$ cat src/rtl/cve2_pkg.sv
// Shared types for the CVE2 pipeline slice.
// Writeback queue entry layout and instruction class.
package cve2_pkg;

    typedef enum logic [1:0] {
        WB_INSTR_LOAD  = 2'b00,
        WB_INSTR_STORE = 2'b01,
        WB_INSTR_OTHER = 2'b10
    } wb_instr_type_e;

    typedef struct packed {
        logic           valid;
        logic           done;
        wb_instr_type_e itype;
        logic           we;
        logic [4:0]     waddr;
        logic [31:0]    wdata;
        logic [31:0]    pc;
        logic           compressed;
        logic           count;
        logic           err;
    } wb_entry_t;

    function automatic logic is_lsu(wb_instr_type_e t);
        return t != WB_INSTR_OTHER;
    endfunction

endpackage

$ cat src/rtl/cve2_wb_fwd_lookup.sv
// Youngest-writer search over the writeback queue for one read port.
// Walks oldest to youngest from head so the last match wins.
module cve2_wb_fwd_lookup #(
    parameter  int unsigned Depth = 2,
    localparam int unsigned PW    = $clog2(Depth)
) (
    input  logic [Depth-1:0]       valid,
    input  logic [Depth-1:0]       we,
    input  logic [Depth-1:0]       done,
    input  logic [Depth-1:0][4:0]  waddr,
    input  logic [Depth-1:0][31:0] wdata,
    input  logic [PW-1:0]          head,
    input  logic [4:0]             raddr,
    output logic                   fwd_valid,
    output logic [31:0]            fwd_data,
    output logic                   hazard
);

    logic          hit;
    logic          hit_done;
    logic [31:0]   hit_data;
    logic [PW-1:0] idx;

    always_comb begin
        hit      = 1'b0;
        hit_done = 1'b0;
        hit_data = '0;
        idx      = head;
        for (int k = 0; k < Depth; k++) begin
            idx = head + PW'(k);
            if (valid[idx] && we[idx] && waddr[idx] == raddr && raddr != 5'd0) begin
                hit      = 1'b1;
                hit_done = done[idx];
                hit_data = wdata[idx];
            end
        end
    end

    assign fwd_valid = hit & hit_done;
    assign fwd_data  = fwd_valid ? hit_data : '0;
    assign hazard    = hit & ~hit_done;

endmodule

$ cat src/rtl/cve2_wb_queue.sv
// In-order multi-entry writeback queue with load capture,
// RF retire, forwarding and load-use hazard detection.
module cve2_wb_queue
    import cve2_pkg::*;
#(
    parameter  int unsigned Depth    = 2,
    parameter  bit          ResetAll = 1'b0,
    localparam int unsigned PW       = $clog2(Depth),
    localparam int unsigned CW       = PW + 1
) (
    input  logic           clk_i,
    input  logic           rst_i,
    input  logic           en_wb_i,
    input  wb_instr_type_e instr_type_wb_i,
    input  logic [31:0]    pc_id_i,
    input  logic           instr_is_compressed_id_i,
    input  logic           instr_perf_count_id_i,
    input  logic [4:0]     rf_waddr_id_i,
    input  logic [31:0]    rf_wdata_id_i,
    input  logic           rf_we_id_i,
    output logic           ready_wb_o,
    input  logic           lsu_resp_valid_i,
    input  logic           lsu_resp_err_i,
    input  logic [31:0]    rf_wdata_lsu_i,
    input  logic [4:0]     rf_raddr_a_i,
    input  logic [4:0]     rf_raddr_b_i,
    output logic           fwd_a_valid_o,
    output logic           fwd_b_valid_o,
    output logic [31:0]    fwd_a_data_o,
    output logic [31:0]    fwd_b_data_o,
    output logic           hazard_a_o,
    output logic           hazard_b_o,
    output logic [4:0]     rf_waddr_wb_o,
    output logic [31:0]    rf_wdata_wb_o,
    output logic           rf_we_wb_o,
    output logic [31:0]    pc_wb_o,
    output logic           instr_done_wb_o,
    output logic           perf_instr_ret_wb_o,
    output logic           perf_instr_ret_compressed_wb_o,
    output logic           outstanding_load_wb_o,
    output logic           outstanding_store_wb_o,
    output logic [CW-1:0]  count_o
);

    wb_entry_t     q_q [Depth];
    wb_entry_t     q_d [Depth];
    wb_entry_t     eff [Depth];
    wb_entry_t     he;
    logic [PW-1:0] head_q, tail_q, lsu_ptr_q;
    logic [PW-1:0] head_d, tail_d, lsu_ptr_d, idx;
    logic          lsu_pend_q, lsu_pend_d;
    logic [CW-1:0] count_q;
    logic          resp, retire, full, enq;

    logic [Depth-1:0]       e_valid, e_we, e_done;
    logic [Depth-1:0][4:0]  e_waddr;
    logic [Depth-1:0][31:0] e_wdata;

    assign resp = lsu_resp_valid_i & lsu_pend_q;

    // Entry view with this cycle's LSU response already applied.
    always_comb begin
        for (int i = 0; i < Depth; i++) begin
            eff[i] = q_q[i];
            if (resp && lsu_ptr_q == PW'(i)) begin
                eff[i].done = 1'b1;
                if (lsu_resp_err_i) begin
                    eff[i].err = 1'b1;
                    eff[i].we  = 1'b0;
                end else if (eff[i].itype == WB_INSTR_LOAD) begin
                    eff[i].wdata = rf_wdata_lsu_i;
                end
            end
        end
    end

    assign he         = eff[head_q];
    assign retire     = he.valid & he.done;
    assign full       = count_q == CW'(Depth);
    assign ready_wb_o = ~full | retire;
    assign enq        = en_wb_i & ready_wb_o;
    assign head_d     = head_q + PW'(retire);
    assign tail_d     = tail_q + PW'(enq);

    always_comb begin
        q_d = eff;
        if (retire) begin
            q_d[head_q].valid = 1'b0;
            q_d[head_q].done  = 1'b0;
        end
        if (enq) begin
            q_d[tail_q] = '{
                valid:      1'b1,
                done:       ~is_lsu(instr_type_wb_i),
                itype:      instr_type_wb_i,
                we:         rf_we_id_i,
                waddr:      rf_waddr_id_i,
                wdata:      rf_wdata_id_i,
                pc:         pc_id_i,
                compressed: instr_is_compressed_id_i,
                count:      instr_perf_count_id_i,
                err:        1'b0
            };
        end
    end

    // Oldest not-done LSU entry of the next state.
    always_comb begin
        lsu_pend_d = 1'b0;
        lsu_ptr_d  = tail_d;
        idx        = head_d;
        for (int k = Depth - 1; k >= 0; k--) begin
            idx = head_d + PW'(k);
            if (q_d[idx].valid && !q_d[idx].done && is_lsu(q_d[idx].itype)) begin
                lsu_pend_d = 1'b1;
                lsu_ptr_d  = idx;
            end
        end
    end

    always_ff @(posedge clk_i or posedge rst_i) begin
        if (rst_i) begin
            head_q     <= '0;
            tail_q     <= '0;
            lsu_ptr_q  <= '0;
            lsu_pend_q <= 1'b0;
            count_q    <= '0;
        end else begin
            head_q     <= head_d;
            tail_q     <= tail_d;
            lsu_ptr_q  <= lsu_ptr_d;
            lsu_pend_q <= lsu_pend_d;
            count_q    <= count_q + CW'(enq) - CW'(retire);
        end
    end

    if (ResetAll) begin : g_rst_all
        always_ff @(posedge clk_i or posedge rst_i) begin
            if (rst_i) begin
                for (int i = 0; i < Depth; i++) q_q[i] <= '0;
            end else begin
                q_q <= q_d;
            end
        end
    end else begin : g_rst_ctrl
        always_ff @(posedge clk_i or posedge rst_i) begin
            if (rst_i) begin
                for (int i = 0; i < Depth; i++) begin
                    q_q[i].valid <= 1'b0;
                    q_q[i].done  <= 1'b0;
                end
            end else begin
                q_q <= q_d;
            end
        end
    end

    always_comb begin
        outstanding_load_wb_o  = 1'b0;
        outstanding_store_wb_o = 1'b0;
        for (int i = 0; i < Depth; i++) begin
            e_valid[i] = eff[i].valid;
            e_we[i]    = eff[i].we;
            e_done[i]  = eff[i].done;
            e_waddr[i] = eff[i].waddr;
            e_wdata[i] = eff[i].wdata;
            if (q_q[i].valid && q_q[i].itype == WB_INSTR_LOAD)
                outstanding_load_wb_o = 1'b1;
            if (q_q[i].valid && q_q[i].itype == WB_INSTR_STORE)
                outstanding_store_wb_o = 1'b1;
        end
    end

    assign rf_we_wb_o      = retire & he.we & ~he.err;
    assign rf_waddr_wb_o   = he.valid ? he.waddr : '0;
    assign rf_wdata_wb_o   = he.valid ? he.wdata : '0;
    assign pc_wb_o         = he.valid ? he.pc : '0;
    assign instr_done_wb_o = retire;
    assign perf_instr_ret_wb_o = retire & he.count & ~he.err;
    assign perf_instr_ret_compressed_wb_o = perf_instr_ret_wb_o & he.compressed;
    assign count_o         = count_q;

    cve2_wb_fwd_lookup #(.Depth(Depth)) u_fwd_a (
        .valid(e_valid), .we(e_we), .done(e_done),
        .waddr(e_waddr), .wdata(e_wdata), .head(head_q),
        .raddr(rf_raddr_a_i), .fwd_valid(fwd_a_valid_o),
        .fwd_data(fwd_a_data_o), .hazard(hazard_a_o)
    );

    cve2_wb_fwd_lookup #(.Depth(Depth)) u_fwd_b (
        .valid(e_valid), .we(e_we), .done(e_done),
        .waddr(e_waddr), .wdata(e_wdata), .head(head_q),
        .raddr(rf_raddr_b_i), .fwd_valid(fwd_b_valid_o),
        .fwd_data(fwd_b_data_o), .hazard(hazard_b_o)
    );

    a_resp_pending: assert property (@(posedge clk_i) disable iff (rst_i)
        lsu_resp_valid_i |-> lsu_pend_q);
    a_count_bound: assert property (@(posedge clk_i) disable iff (rst_i)
        count_q <= CW'(Depth));
    a_enq_free: assert property (@(posedge clk_i) disable iff (rst_i)
        enq |-> (!q_q[tail_q].valid || retire));

endmodule

$ cat config.mk
export PLATFORM = sky130hd
export DESIGN_NAME = cve2_wb_queue
export DESIGN_NICKNAME = d
export VERILOG_FILES = /design/src/rtl/cve2_pkg.sv /design/src/rtl/cve2_wb_fwd_lookup.sv /design/src/rtl/cve2_wb_queue.sv
export SDC_FILE = /design/constraint.sdc
export NUM_CORES = 1
export LEC_CHECK = 0
export CAP_MARGIN = 20
export CORE_MARGIN = 2
export CORE_UTILIZATION = 35
export DETAILED_ROUTE_END_ITERATION = 7
export DONT_BUFFER_PORTS = 1
export GPL_ROUTABILITY_DRIVEN = 0
export HOLD_SLACK_MARGIN = 0.06
export MAX_ROUTING_LAYER = met4
export PLACE_DENSITY = 0.52
export SLEW_MARGIN = 25
export SYNTH_ARGS = -nofsm -noshare
export SYNTH_HDL_FRONTEND = slang
export SYNTH_SLANG_ARGS = --single-unit
$ cat constraint.sdc
create_clock -name clk_i -period 8.6 [get_ports clk_i]
set_input_delay 0.86 -clock clk_i [delete_from_list [all_inputs] [get_ports clk_i]]
set_output_delay 0.86 -clock clk_i [all_outputs]
set_load 0.05 [all_outputs]
==> metrics, run 1 <==
status=finished clean; first-pass GRT wire length=47,980 um; syn_nets=1,166; pwr dens=426.0 mW/mm^2; clk slew on worst S/H paths=about 0.070 ns; Synth cell types=60; largest area contributor in the netlist=edfxtp_1; maximum VDD drop=0.1879 mV; Post-synth EDFFs=150; fillers=2,797; Setup Skew=0.01179 ns; Avg Vias per Cell=around 5.7; Yosys reg bits=160; asr flop ratio synth=between 6 and 7%; Main synth FF type=edfxtp_1; initial antenna violation count=0; CTS Sinks=160; met2 wire len=14,820 um; Setup crit end kind=output pin; type of element launching the critical path=flop; Final Power=4.856 mW; max-cap violation count=0; largest net degree at the start of global routing=80; Cells after Synth=1,044; Hold Path Class=input port to async pin; leak pwr=between 4 and 5 nW; crit path time final=5.896 ns; Crit path arrival time=just over 5 ns; Critical Path RT=7.74 ns; Antenna Nets Post-Route=0; Starting DRT DRC Count=653; IO Port Bufs=0; met3 wire len=slightly above 3000 um; CTS tree=done; total die area=approximately 0.03 mm^2; met1 WL=13,500 um; multi-input combinational cell area=0.005122 mm^2; count leader, synth=nor2_1; row count=61; Mapped Avg Cell Area=9.599 um^2; Total GRT Usage=between 20% and 30%; CTS resizes=0; via count=8,034; critical path fanouts, max=65; WL/cell=22.79 um; # hold bufs at CTS=0; total grt overflow=0; Die Height=~170 um; io pins=between 200 and 300; FMAX=0.1696 GHz; unrepaired setup endpoints after global routing=false; total core area=0.02801 mm^2; worst-margin pin slew=between 1 and 1.5 ns; RR Startpoint=head_q; final hold viol count=0; commonest cells in the synthesized netlist=nor2_1, edfxtp_1, nand2_1; register area share after synthesis=47.45%; synth top area cells=edfxtp_1, mux2i_1, nor2_1, a21oi_1, nand2_1; layout cell share with drive strength beyond 1=17.46%; first drt pass iteration count=7; die width=173.2 um; Worst slew margin=26.83%; register area=0.004758 mm^2; H-tree depth=4; setup TNS=0 ns; Nets=1,140; synthesized area=between 0.01 and 0.015 mm^2; detailed placement HPWL=21,190 um; Ant. Diodes=0; Post-CTS Setup Bufs=0; top cell type's share of synthesized area=44.95%; crit path from=head_q; clk_lat worst skew=0.43 ns; kind of critical path=flop to output pin; final setup vio count=0; Initial Util=roughly 36%; Total Wirelength=around 32,000 um; CTS buffer count=17; max layer used=met4; DRC violations left=0; vias in the first global route=7,722; P&R area growth vs syn=13.75%; Max Root-Sink Buffers=2; Yosys Warn Count=0; Tcrit/Tclk final=about two thirds; Final Max Slew Viols=0; Root Buffer=clkbuf_16
[cell families after synthesis]
group / after synthesis / share of synthesized area (%)
mux: 112 / 11.42
flops: 160 / 47.45
compound gates: 261 / 17.04
xor+xnor: 23 / 2.085
simple gates: 365 / 16.28
buf+inv: 122 / 5.594
fa+ha+maj: 1 / 0.1248
[final timing paths]
kind / to / slack [ns] / cells after the start
setup reg to reg: flop / 3.49 / 9
max in group asynchronous: head_q / 7.73 / 1
hold reg to reg: q_q[149] / 0.61 / 2
min in group clk_i: flop / 0.52 / 0
hold / removal: count_o[0] / 0.39 / 1
setup / recovery: fwd_b_data_o[19] / 2.70 / 9
[routing by layer]
| layer | vias up | global-route usage (%) |
|---|---|---|
| li1 | 3775 | - |
| met5 | - | - |
| met1 | 3902 | 26.23 |
| met4 | 0 | 6.850 |
| met2 | 324 | 33.08 |
| met3 | 33 | 7.586 |
[through the flow]
step | instance area (um^2) | util, % | instances | hold WS (ns) | setup WS [ns]
2_1_floorplan | 10020 | - | 1044 | 0.5057 | 3.004
4_1_cts | 11390 | 40.67 | 1409 | 0.4126 | 2.772
5_1_grt | 11400 | 40.69 | 1409 | 0.4237 | 2.518
3_3_place_gp | 10760 | 38.43 | 1377 | 0.5855 | 3.341
3_5_place_dp | 10800 | 38.54 | 1377 | 0.5945 | 3.255
6_report | 11400 | 40.69 | 1409 | 0.3935 | 2.704
[cell type report]
cell class              instances  share of cell area (%)
multi-input cells             762                   44.94
flip-flops and latches        160                   41.75
well taps                     378                   4.149
clock buffers                  18                   3.765
repair buffers                 42                   2.766
clock inverters                14                   1.471
inverters                      35                   1.164
[report_power, final]
part | total (mW) | internal, mW | switching [mW]
clock network | 0.764 | 0.392 | 0.372
logic | 2.84 | 0.627 | 2.22
registers | 1.25 | 1.08 | 0.170
total | 4.86 | 2.10 | 2.76
[worst max-delay path, stage by stage, from the launching register on]
cell	delay, ns
dfrtp_4	1.09
buf_4	0.72
mux2i_4	0.11
buf_4	0.28
nor2_1	0.26
nand3_1	0.18
nor2_2	0.67
buf_4	0.37
a221oi_1	0.12
nor3_2	0.71
[cells in the final DEF (no fill, tap or decap), types with 12 or more instances in the layout]
cell type	count
edfxtp_1	150
nor2_1	148
nand2_1	113
mux2i_1	102
a21oi_1	102
buf_4	42
o21ai_0	41
inv_1	34
a221oi_1	32
a211oi_2	30
nand3_1	26
nor3_1	22
xnor2_1	20
o31ai_2	17
clkbuf_16	17
o22ai_2	12
(Power assumes the default switching activity.)
==> inputs of run 2 (changes only) <==
Settings changed: PLACE_DENSITY 0.52 to 0.54.
Clock period 8.6 ns to 4.9 ns, I/O delays scaled along.
==> run 2 against run 1 <==
Against the previous run: non-clock buffer count rose by 55; combinational power rose by 80%; first-iteration DRC count fell by 1.2%; largest cell class unchanged; count of clock-buffer cells in the layout did not move; utilization rose by 1.8 points; power rose by 77%; clock power rose by 74%; register-to-register slack got worse by 2.4 ns; largest power group unchanged; critical path depth did not move; wire length rose by 2.3%; cell count rose by 4.0%.
==> metrics, run 2 (synthesized netlist as in run 1, its figures left out) <==
total grt overflow=0; final core occ=a little over two fifths; register area=0.004758 mm^2; initial antenna violation count=1; vias in the first global route=8,470; Antenna Nets Post-Route=0; Setup crit end kind=output pin; DRC violations left=0; Post-CTS Setup Bufs=0; Initial Util=35.78%; type of element launching the critical path=flop; Worst slew margin=just under 30%; most common cell after layout, fill and taps aside=edfxtp_1; WP buf/inv=2; H-tree depth=4; crit path from=head_q; kind of critical path=flop to output pin; worst-margin pin slew=1.059 ns; first-pass GRT wire length=49,620 um; Die Height=between 150 and 200 um; Crit path arrival time=3.99 ns; final instance area=0.01190 mm^2; pwr dens=723.5 mW/mm^2; max-cap violation count=0; Top delay family on crit path=simple AND/OR/NAND/NOR gates; slowest CP cell=dfrtp_4; crit-path max cell delay=1.00 ns; Final Power=8.610 mW; via count=about 8,400; CTS buffer count=17; FF-to-FF setup slack=1.10 ns; cell count after placement=1,432; critical-path cell list=mux2i_1 > xnor2_1 > nor4_2 > and3_1 > and2_1 > buf_4 > a21oi_1 > nor3_1 > buf_4; final hold viol count=0; CTS Sinks=160; P&R area growth vs syn=18.75%; clk_lat worst skew=about 0.42 ns; final worst slack=0.4167 ns; Place WS=~0.93 ns; Tcrit/Tclk final=between 90% and 100%; CTS resizes=0; status=finished clean; Register-to-Register Path Depth=7; Avg Vias per Cell=5.721; most frequent cells in the layout=edfxtp_1, nor2_1, nand2_1; CTS tree=done; Total GRT Usage=22.08%; IO Port Bufs=0; clk slew on worst S/H paths=0.07 ns; final setup vio count=0; die width=between 150 and 200 um; Nets=around 1,200; Hold Path Class=input port to async pin; # hold bufs at CTS=0; fillers=2,715; first drt pass iteration count=5; Root Buffer=clkbuf_16; total die area=around 0.030 mm^2; Critical Path RT=about 4.4 ns; setup TNS=0 ns; largest net degree at the start of global routing=83; critical path fanouts, max=53; Setup Skew=0.009660 ns; Total Wirelength=32,840 um; FMAX=0.2230 GHz; unrepaired setup endpoints after global routing=false; row count=61; detailed placement HPWL=22,170 um; WL/cell=22.41 um; Starting DRT DRC Count=645; layout cell share with drive strength beyond 1=about a fifth; crit path time final=approximately 4.5 ns; total core area=0.02801 mm^2; RR Startpoint=head_q; multi-input combinational cell area=0.005080 mm^2; maximum VDD drop=roughly 0.33 mV; Max Root-Sink Buffers=2; placed cell area=0.01132 mm^2; io pins=267; Cell Count, Final, Fillers Out=1,465; Most common cell on crit path=buf_4; WHS=0.08582 ns; Final Max Slew Viols=0; leak pwr=4.749 nW
## run 2: cell count changes in the layout (fill, tap and decap cells not counted), sizes merged
cell / previous run / this run
clkinvlp: 0 / 3
bufinv: 0 / 1
inv: 39 / 43
clkinv: 10 / 2
buf: 42 / 97
diode: 0 / 1
## run 2: metal layers
layer | part of all wire, % | routed length, um | track usage [%]
met4 | 3.4 | 1111 | 9.075
met2 | 46 | 15190 | 34.57
met5 | 0 | 0 | -
met3 | 9.8 | 3217 | 7.872
met1 | 41 | 13320 | 25.79
## run 2: worst max path at each step
stage                       endpoint  cells after the start  slack, ns
floorplan                       flop                      8       0.33
global placement    fwd_b_data_o[30]                      9       0.98
detailed placement  fwd_b_data_o[31]                      9       0.93
CTS                 fwd_b_data_o[31]                      9       0.43
global route         fwd_b_data_o[1]                      9       0.16
finish               fwd_b_data_o[1]                      9       0.42
## run 2: power by group
part           internal [mW]  switching (mW)
clock                  0.720           0.607
sequential              1.89           0.284
combinational           1.18            3.93
## run 2: final cells by class
cell class	count	area share (%)
Sequential cell	160	39.99
Tap cell	378	3.974
Clock buffer	18	3.606
Clock inverter	14	1.220
Timing Repair Buffer	97	7.381
Inverter	35	1.125
Antenna cell	1	0.02103
Multi-Input combinational cell	762	42.69
==> inputs of run 3 (changes only) <==
Settings changed: REMOVE_ABC_BUFFERS set to 1.
==> run 3 against run 2 <==
Against the previous run: non-clock buffer count down 3; final area down 0.61%; critical endpoint is now fwd_b_data_o[11]; register-to-register slack better by 0.23 ns; setup slack gained 0.052 ns; highest routed layer unchanged; wire length is 2.9% lower; first-iteration DRC count is 16% lower; count of clock-buffer cells in the layout did not move; hold slack better by 0.065 ns; critical path depth decreased by 1; via count shrank 0.54%; maximum frequency rose by 1.2%; global-route usage is 0.66 points lower.
==> metrics, run 3 (synthesized netlist as in run 1, its figures left out) <==
most common cell after layout, fill and taps aside=edfxtp_1; IO Port Bufs=0; final instance area=0.01183 mm^2; CTS Sinks=between 150 and 200; Initial Util=35.78%; first-pass GRT wire length=approximately 49,000 um; Ant. Diodes=0; max layer used=met4; Starting DRT DRC Count=539; clk slew on worst S/H paths=0.08 ns; status=finished clean; final setup vio count=0; crit-path max cell delay=0.74 ns; Hold Path Class=input port to flop; FF-to-FF setup slack=between 1 and 1.5 ns; Post-CTS Setup Bufs=0; met1 WL=13,160 um; unrepaired setup endpoints after global routing=false; Root Buffer=clkbuf_16; CTS resizes=0; Reg2Reg Capture Point=eff[73]; Max Root-Sink Buffers=2; Setup crit end kind=output pin; Register-to-Register Path Depth=8; H-tree depth=4; die width=between 150 and 200 um; via count=8,336; total grt overflow=0; CTS tree=done; worst-margin pin slew=1.084 ns; RR Startpoint=head_q; crit path time final=approximately 4.4 ns; clk_lat worst skew=0.43 ns; Crit path arrival time=around 3.9 ns; largest net degree at the start of global routing=100; final hold viol count=0; Critical Path RT=4.41 ns; met3 wire len=around 3400 um; detailed placement HPWL=22,630 um; most frequent cells in the layout=edfxtp_1, nor2_1, nand2_1; total core area=0.02801 mm^2; DRC violations left=0; Total GRT Usage=21.42%; initial antenna violation count=0; CTS buffer count=17; WHS Path Cells=0; Avg Vias per Cell=5.706; FMAX=~0.23 GHz; critical path fanouts, max=33; row count=61; WL/cell=21.83 um; placed cell area=0.01123 mm^2; pwr dens=slightly above 700 mW/mm^2; maximum VDD drop=about 0.54 mV; first drt pass iteration count=5; total die area=0.03000 mm^2; max-cap violation count=0; Setup Skew=roughly 0.013 ns; Final Max Slew Viols=0; P&R area growth vs syn=18.03%; Tcrit/Tclk final=90.43%; slowest CP cell=nor3_2; setup TNS=0 ns; io pins=267; critical-path cell list=mux2i_1 > xnor2_1 > nor4_2 > nand3_1 > nor2_2 > buf_12 > a221oi_1 > nor3_2; kind of critical path=flop to output pin; vias in the first global route=8,203; Worst slew margin=between 20% and 30%; # hold bufs at CTS=1; Total Wirelength=31,900 um; layout cell share with drive strength beyond 1=20.96%; type of element launching the critical path=flop; Nets=1,192; Die Height=173.2 um; met2 wire len=14,840 um; fillers=roughly 2,700; Antenna Nets Post-Route=0; leak pwr=around 4.7 nW; hold path startpoint=rf_waddr_id_i[3]
run 3: changes by cell type in the layout (fill, tap and decap cells not counted), moves of 3 or more:
cell        delta
clkinv_8       +4
buf_12         -8
buf_4          +3
clkinvlp_4     -3
run 3: layout make-up:
cell class | instances | area, um^2 | share of cell area, %
clock inverter | 14 | 162.7 | 1.375
multi-input combinational | 762 | 5094 | 43.07
inverter | 35 | 132.6 | 1.121
tap | 378 | 473.0 | 3.999
clock buffer | 18 | 429.2 | 3.628
sequential | 160 | 4758 | 40.23
timing repair buffer | 94 | 778.2 | 6.580
run 3: through the flow:
| step | hold slack [ns] | cells | power (mW) | setup WS (ns) | utilization (%) |
|---|---|---|---|---|---|
| after global placement | 0.4806 | 1426 | 7.226 | 0.9906 | 39.88 |
| after CTS | 0.1296 | 1461 | 8.649 | 0.4310 | 42.23 |
| final | 0.1512 | 1461 | 8.594 | 0.4690 | 42.23 |
| after detailed placement | 0.4787 | 1428 | 7.290 | 0.9021 | 40.08 |
| after floorplan | 0.5057 | 957 | 6.113 | -10.03 | - |
| after global routing | 0.1290 | 1461 | 9.035 | 0.2419 | 42.23 |
run 3: metal layers:
layer	GRT usage (%)	vias to the layer above
li1	-	3874
met1	25.22	4054
met4	6.144	0
met5	-	-
met3	8.135	37
met2	34.17	371
run 3: power breakdown:
part	internal, mW	total [mW]	switching, mW
Sequential	1.89	2.12	0.225
Clock	0.690	1.34	0.651
Combinational	1.18	5.14	3.95
Total	3.76	8.59	4.83
run 3: worst max path at each step:
stage | start | end | slack (ns) | cells after the start
3_5_place_dp | head_q | fwd_b_data_o[11] | 0.90 | 8
2_1_floorplan | head_q | flop | -10.03 | 4
4_1_cts | head_q | fwd_b_data_o[11] | 0.43 | 8
6_report | head_q | fwd_b_data_o[11] | 0.47 | 8
3_3_place_gp | head_q | fwd_b_data_o[11] | 0.99 | 8
5_1_grt | head_q | fwd_b_data_o[11] | 0.24 | 8
run 3: worst max-delay path, delay by kind of cell (launching register included):
family                 cells  cell delay, ns
AO/OA/AOI/OAI              1            0.10
AND/OR/NAND/NOR            4            1.87
XOR/XNOR                   1            0.14
multiplexers               1            0.42
flip-flops                 1            0.71
buffers and inverters      1            0.25
